$ cat src/rtl/fetch_unit.sv
`default_nettype none
// ============================================================================
// Module   : fetch_unit
// Purpose  : Front-end fetch stage. Issues 2-instruction packet requests to
//            the ICache and queues responses for the instruction buffer.
// Revision : 1.0  initial release
// ============================================================================
module fetch_unit #(
  parameter int                       CPU_ADDR_BITS   = 32,
  parameter int                       CPU_INST_BITS   = 32,
  parameter logic [CPU_ADDR_BITS-1:0] RESET_PC        = 32'h0000_2000,
  parameter int                       MAX_OUTSTANDING = 2
) (
  input  logic                       clk,
  input  logic                       rst_n,
  input  logic                       flush,
  input  logic [CPU_ADDR_BITS-1:0]   redirect_pc,
  output logic                       icache_req_val,
  output logic [CPU_ADDR_BITS-1:0]   icache_req_addr,
  input  logic                       icache_req_rdy,
  input  logic                       icache_resp_val,
  input  logic [2*CPU_INST_BITS-1:0] icache_resp_data,
  output logic [CPU_ADDR_BITS-1:0]   pc,
  output logic [2*CPU_INST_BITS-1:0] icache_dout,
  output logic                       icache_dout_val,
  input  logic                       inst_buffer_rdy
);

  localparam int c_ptr_w = $clog2(MAX_OUTSTANDING);
  localparam int c_cnt_w = c_ptr_w + 1;
  localparam int c_tot_w = c_cnt_w + 2;
  localparam int c_pkt_w = 2 * CPU_INST_BITS;
  localparam logic [CPU_INST_BITS-1:0] c_nop      = CPU_INST_BITS'(32'h0000_0013);
  localparam logic [c_tot_w-1:0]       c_max_tot  = c_tot_w'(MAX_OUTSTANDING);
  localparam logic [c_cnt_w-1:0]       c_max_cnt  = c_cnt_w'(MAX_OUTSTANDING);
  localparam logic [CPU_ADDR_BITS-1:0] c_pkt_step = CPU_ADDR_BITS'(8);

  logic [CPU_ADDR_BITS-1:0] r_fetch_pc;
  logic [CPU_ADDR_BITS-1:0] r_resp_pc;
  logic                     r_skip_slot0;
  logic [c_cnt_w-1:0]       r_in_flight;
  logic [c_cnt_w-1:0]       r_drop_cnt;
  logic [c_cnt_w-1:0]       r_count;
  logic [c_ptr_w-1:0]       r_wr_ptr;
  logic [c_ptr_w-1:0]       r_rd_ptr;
  logic [CPU_ADDR_BITS-1:0] r_fifo_pc   [MAX_OUTSTANDING];
  logic [c_pkt_w-1:0]       r_fifo_data [MAX_OUTSTANDING];

  logic [c_tot_w-1:0]       w_total;
  logic                     w_req_val;
  logic                     w_fire;
  logic                     w_resp_drop;
  logic                     w_resp_push;
  logic                     w_pop;
  logic [CPU_ADDR_BITS-1:0] w_redirect_aligned;
  logic [c_pkt_w-1:0]       w_push_data;
  logic                     w_unused;

  // Every credit is held by an in-flight request, a pending drop or a FIFO slot,
  // so the FIFO can never overflow.
  assign w_total     = c_tot_w'(r_in_flight) + c_tot_w'(r_drop_cnt) + c_tot_w'(r_count);
  assign w_req_val   = rst_n && (w_total < c_max_tot);
  assign w_fire      = w_req_val && icache_req_rdy;
  assign w_resp_drop = icache_resp_val && (r_drop_cnt != '0);
  assign w_resp_push = icache_resp_val && (r_drop_cnt == '0);
  assign w_pop       = (r_count != '0) && inst_buffer_rdy;

  assign w_redirect_aligned = {redirect_pc[CPU_ADDR_BITS-1:3], 3'b000};
  assign w_push_data = {icache_resp_data[c_pkt_w-1:CPU_INST_BITS],
                        r_skip_slot0 ? c_nop : icache_resp_data[CPU_INST_BITS-1:0]};
  assign w_unused    = ^redirect_pc[1:0];

  always_ff @(posedge clk or negedge rst_n) begin
    if (!rst_n) begin
      r_fetch_pc   <= {RESET_PC[CPU_ADDR_BITS-1:3], 3'b000};
      r_resp_pc    <= {RESET_PC[CPU_ADDR_BITS-1:3], 3'b000};
      r_skip_slot0 <= RESET_PC[2];
      r_in_flight  <= '0;
      r_drop_cnt   <= '0;
      r_count      <= '0;
      r_wr_ptr     <= '0;
      r_rd_ptr     <= '0;
    end else if (flush) begin
      // A request firing now still targets the old stream, so it joins the drops.
      r_fetch_pc   <= w_redirect_aligned;
      r_resp_pc    <= w_redirect_aligned;
      r_skip_slot0 <= redirect_pc[2];
      r_drop_cnt   <= r_drop_cnt + r_in_flight + c_cnt_w'(w_fire)
                      - c_cnt_w'(icache_resp_val);
      r_in_flight  <= '0;
      r_count      <= '0;
      r_wr_ptr     <= '0;
      r_rd_ptr     <= '0;
    end else begin
      if (w_fire) begin
        r_fetch_pc <= r_fetch_pc + c_pkt_step;
      end
      r_in_flight <= r_in_flight + c_cnt_w'(w_fire) - c_cnt_w'(w_resp_push);
      if (w_resp_drop) begin
        r_drop_cnt <= r_drop_cnt - c_cnt_w'(1);
      end
      if (w_resp_push) begin
        r_resp_pc    <= r_resp_pc + c_pkt_step;
        r_skip_slot0 <= 1'b0;
        r_wr_ptr     <= r_wr_ptr + c_ptr_w'(1);
      end
      if (w_pop) begin
        r_rd_ptr <= r_rd_ptr + c_ptr_w'(1);
      end
      r_count <= r_count + c_cnt_w'(w_resp_push) - c_cnt_w'(w_pop);
    end
  end

  always_ff @(posedge clk) begin
    if (w_resp_push && !flush) begin
      r_fifo_pc[r_wr_ptr]   <= r_resp_pc;
      r_fifo_data[r_wr_ptr] <= w_push_data;
    end
  end

  assign icache_req_val  = w_req_val;
  assign icache_req_addr = r_fetch_pc;
  assign icache_dout_val = (r_count != '0);
  assign pc              = r_fifo_pc[r_rd_ptr];
  assign icache_dout     = r_fifo_data[r_rd_ptr];

  a_fifo_no_overflow: assert property (@(posedge clk) disable iff (!rst_n)
    !(icache_resp_val && (r_drop_cnt == '0) && (r_count == c_max_cnt)));

  a_no_underflow: assert property (@(posedge clk) disable iff (!rst_n)
    !(icache_resp_val && (r_drop_cnt == '0) && (r_in_flight == '0)));

endmodule
`default_nettype wire

$ cat config.mk
export PLATFORM = sky130hd
export DESIGN_NAME = fetch_unit
export DESIGN_NICKNAME = d
export VERILOG_FILES = /design/src/rtl/fetch_unit.sv
export SDC_FILE = /design/constraint.sdc
export NUM_CORES = 1
export LEC_CHECK = 0
export ABC_AREA = 1
export CORE_UTILIZATION = 55
export CTS_CLUSTER_SIZE = 25
export DETAILED_ROUTE_END_ITERATION = 7
export PLACE_DENSITY = 0.81
export SYNTH_ARGS = -nofsm -noshare
export SYNTH_HDL_FRONTEND = slang
export SYNTH_SLANG_ARGS = --single-unit
$ cat constraint.sdc
create_clock -name clk -period 9.29 [get_ports clk]
set_clock_uncertainty 0.05 [all_clocks]
set_input_delay 1.858 -clock clk [delete_from_list [all_inputs] [get_ports clk]]
set_output_delay 1.858 -clock clk [all_outputs]
set_load 0.01 [all_outputs]
; Word level (Yosys, flattened, before mapping)
; Memory sizes are Yosys's and may differ from the RTL's.
; Index checks and enable logic that the tools add are counted.
[word_totals]
ff_bits = 73
ram_bits = 192
inputBits = 102
out_inout_bits = 130
elab_cells = 56
n_memories = 2
[memory_table]
columns = memory, depth, word_bits, rd, rd_ports_with_merged_regs, wr, line_no
row1 = r_fifo_data, 2, 64, 1, 0, 1, 47  ; logic [c_pkt_w-1:0] r_fifo_data [MAX_OUTSTANDING];
row2 = r_fifo_pc, 2, 32, 1, 0, 1, 46  ; logic [CPU_ADDR_BITS-1:0] r_fifo_pc [MAX_OUTSTANDING];
[op_classes]
n_addsub = 14
order_cmp = 1
muxes = 17
reduce_logical = 14
[op_table]
columns = op, n
row1 = two-way mux 32 bit, 5
row2 = "adder 32 x 4 -> 32 bit, second input constant", 2
row3 = nonzero test 2 bit, 6
row4 = two-way mux 1 bit, 8
row5 = two-way mux 2 bit, 4
row6 = adder 2 x 1 -> 2 bit, 3
row7 = logical AND 1 bit, 6
row8 = subtractor 2 x 1 -> 2 bit, 3
row9 = adder 3 x 2 -> 4 bit, 1
row10 = "< comparator 4 x 2 -> 1 bit, second input constant", 1
row11 = adder 2 x 2 -> 3 bit, 1
row12 = "adder 1 bit, second input constant", 2
row13 = adder 2 bit, 1
row14 = logical NOT 2 bit, 1
row15 = "subtractor 2 x 1 -> 2 bit, second input constant", 1
row16 = logical NOT 1 bit, 1

; Logic depth before layout (Yosys ltp)
[depth]
depth_word = 8
mapped_depth = 12

; Worst setup path before layout
; OpenSTA, ideal clock, no wires.
[synth_timing]
path_type = input to register
start = input port icache_resp_val
end = memory r_fifo_data[0][0] (netlist bit), enable pin
arrival_ns = 6.180
setup_slack_ns = 2.514
path_stages = 4
cell_sequence = nand2_1 > nor2_2 > inv_1 > nor2_1
[synth_between]
elab_chain_len = 4
[synth_lines]
columns = element, line_no
row1 = start: declaration, 21  ; input logic icache_resp_val,
row2 = logical AND 1 bit, 65  ; assign w_resp_push = icache_resp_val && (r_drop_cnt == '0);
row3 = logical AND 1 bit, 115  ; if (w_resp_push && !flush) begin
row4 = two-way mux 1 bit, 115
row5 = two-way mux 1 bit (implied by the code), 117  ; r_fifo_data[r_wr_ptr] <= w_push_data;
row6 = end: declaration, 47
; Every way passes these cells.

; Worst setup path after layout
[layout_timing]
start = input port flush
end = memory r_fifo_data[0][16] (netlist bit), enable pin
[layout_between]
elab_chain_len = 4
[layout_lines]
columns = element, line_no
row1 = start: declaration, 16  ; input logic flush,
row2 = logical NOT 1 bit, 115
row3 = logical AND 1 bit, 115
row4 = two-way mux 1 bit, 115
row5 = two-way mux 1 bit (implied by the code), 117
; Every way passes these cells.

==> results.toml <==
[clocking]
numCtsBuffers = 25
cts_setup_buffers = 0
clk_pin_slew_worst_paths_ns = 0.06
cts_tree = "done"
htree_levels = 1
cts_resized = 0
clk_latency_ns = 0.50
clockBufferDepth = 3
cts_hold_buffers = 0
cts-root-buf = "clkbuf_16"
clock_sinks = 253

[synthesis]
synth-seq-cells = 253
async_flop_share_pct = 26.5
synth_enable_flop_cells = 186
yosysWarnings = 0
synth_area_sq_mm = 0.0117
synth_cell_types = 40
synth_area_per_cell_sq_um = 9.43
yosysSeqAreaShare_pct = 62.1
synth_ff_type = "edfxtp_1"
netlist_instances = 1239

[critical_path]
arrival_ns = 5.16
cp-start-kind = "primary input"
critPathMaxFanout = 81
critPathRequiredTime_ns = 9.35
worst_setup_path_end_kind = "flop"
worstSetupPathType = "primary input to flop"

[drt]
dr.pass1.iters = 7
dr.first_iter.drc_count = 587
wire_per_inst_um = 15.9
totalWireLength_mm = 27.8
vias = 9010
ant_nets = 0
drc = 0
vias_per_cell = 5.15

[hold_path]
hp-class = "flop to flop"

[finish]
nets = 1576
layout-drive-gt1-share_pct = 5.68
multi_input_area_sq_mm = 0.00387
final_cell_area_sq_mm = 0.0149
nFillCells = 1472
regArea_sq_mm = 0.00727
syn_to_final_growth_pct = 27.9
antenna_cells = 0

[die]
start_util_pct = 56.9
die_w_um = 148
io_pins = 232
die_h_um = 148
core-area_sq_mm = 0.0206
die_area_sq_mm = 0.0218
rows = 52

[global_route]
grt_pass1_vias = 8836
grt_overflow = 0
grt_max_degree = 94
grt_use_total_pct = 26.1
antenna_found_initial = 0
grt_pass1_wl_mm = 45.0

[outcome]
status = "completed"

[sta]
fin_crit_ns = 5.09
finalHoldViolations = 0
rsz0062_at_grt = "no"
clock.fmax_ghz = 0.196
timing.final.crit_share_pct = 54.8
worstMarginPinSlew_ns = 1.08
relSlewSlack_pct = 27.9
setup_viol = 0
setup_tns_ns = 0
maxSlewViolCount = 0

[placed_design]
gp_congestion = 0.946
port_buffers = 223
dp_hpwl_mm = 19.2
placement.cell_area_sq_mm = 0.0142

[power]
leakage_uw = 0.00629
p_per_area_mw_per_mm2 = 238
worst_ir_drop_vdd_mv = 0.124
finalPower_uw = 3560

[flow_run]
drv_cap = 0
[critical path: stages]
cell	delay, ns
clkdlybuf4s50_1	0.39
buf_4	0.26
nor2_2	0.86
inv_1	0.39
nor2_4	0.44
buf_4	0.88
[cell usage after synthesis, types with 7 or more instances]
master | count | share of area [%]
nand3_1 | 70 | 3.0
o21bai_1 | 7 | 0.45
buf_2 | 8 | 0.34
o21ai_0 | 19 | 0.81
ha_1 | 11 | 1.2
xnor2_1 | 10 | 0.75
nor2_2 | 14 | 0.75
dfrtp_1 | 65 | 14
xor2_1 | 22 | 1.6
nor2_1 | 99 | 3.2
inv_1 | 103 | 3.3
edfxtp_1 | 186 | 48
nand2_1 | 532 | 17
buf_4 | 7 | 0.45
clkbuf_1 | 21 | 0.67
o211ai_1 | 14 | 0.90
[area by class of cell]
type / instances / share of cell area [%]
Clock buffer: 41 / 5.01
Clock inverter: 4 / 0.285
Inverter: 107 / 2.69
Multi-Input combinational cell: 844 / 25.9
Sequential cell: 253 / 48.6
Tap cell: 270 / 2.26
Timing Repair Buffer: 230 / 15.3
[logic make-up (layout without fill, tap and decap cells)]
group | Yosys count | count (layout) | share of synthesized area, %
other | 1 | 6 | 0.0321
flip-flops | 253 | 253 | 62.1
AND/OR/NAND/NOR | 743 | 743 | 26.2
AO/OA/AOI/OAI | 50 | 50 | 2.70
XOR/XNOR | 32 | 32 | 2.40
adder cells (fa/ha/maj) | 13 | 13 | 1.52
buffers and inverters | 147 | 382 | 5.03
[final timing paths]
kind / start / end / slack, ns / cells past startpoint
max in group asynchronous: rst_n / r_rd_ptr / 6.83 / 2
max reg2reg: r_drop_cnt[0] / r_fifo_data[0][16] / 5.45 / 7
max: flush / r_fifo_data[0][16] / 4.20 / 6
min: r_resp_pc[31] / r_fifo_pc[0][31] / 0.46 / 0
min reg2reg: r_resp_pc[31] / r_fifo_pc[0][31] / 0.46 / 0
min in group asynchronous: rst_n / r_drop_cnt[0] / 1.29 / 1
[report_power, final]
| group | leakage, uW | switching, uW | internal [uW] |
|---|---|---|---|
| clock | 0.000387 | 390 | 577 |
| sequential | 0.00251 | 140 | 1380 |
| combinational | 0.00339 | 586 | 485 |
[metal layers]
metal / vias up / global-route usage (%) / wire length [um]
li1: 4407 / - / -
met4: 0 / 7.47 / 653
met2: 372 / 43.3 / 13200
met3: 46 / 4.38 / 2430
met1: 4185 / 35.6 / 11500
met5: - / 0 / 0
[flip-flops by register name, indices dropped and copies added, names as in the netlist, 2 cells and up]
name and count:
icache_req_addr 29, r_count 2, r_drop_cnt 2, r_fifo_data 128, r_fifo_pc 58, r_in_flight 2, r_resp_pc 29
[layout by cell type, fill, tap and decap left out, drive strengths merged]
master / netlist / layout
clkdlybuf4s50: 0 / 222
o211ai: 14 / 14
a21oi: 5 / 5
nand3b: 2 / 2
nand3: 71 / 71
bufinv: 0 / 1
fa: 2 / 2
a22o: 1 / 1
o21bai: 7 / 7
o311ai: 1 / 1
and2: 1 / 1
o21ai: 19 / 19
nor2: 120 / 120
nand4: 2 / 2
edfxtp: 186 / 186
nand2: 538 / 538
a21o: 1 / 1
ha: 11 / 11
dfrtp: 65 / 65
nor3b: 1 / 1
clkinv: 0 / 3
nor3: 3 / 3
xor2: 22 / 22
conb: 1 / 6
and3: 1 / 1
clkbuf: 21 / 41
inv: 107 / 107
or2: 4 / 4
dfstp: 2 / 2
xnor2: 10 / 10
buf: 19 / 8
a31oi: 2 / 2
[through the flow]
stage / util, % / instances / worst slack [ns] / hold slack [ns]
6_report: 72.7 / 1749 / 4.20 / 0.459
5_1_grt: 72.7 / 1749 / 3.93 / 0.479
4_1_cts: 72.7 / 1749 / 4.19 / 0.462
3_5_place_dp: 68.9 / 1704 / 3.67 / 0.447
3_3_place_gp: 68.9 / 1704 / 3.74 / 0.427
2_1_floorplan: - / 1244 / 2.51 / 0.414
No activity file was read; power rests on OpenSTA's default activity.
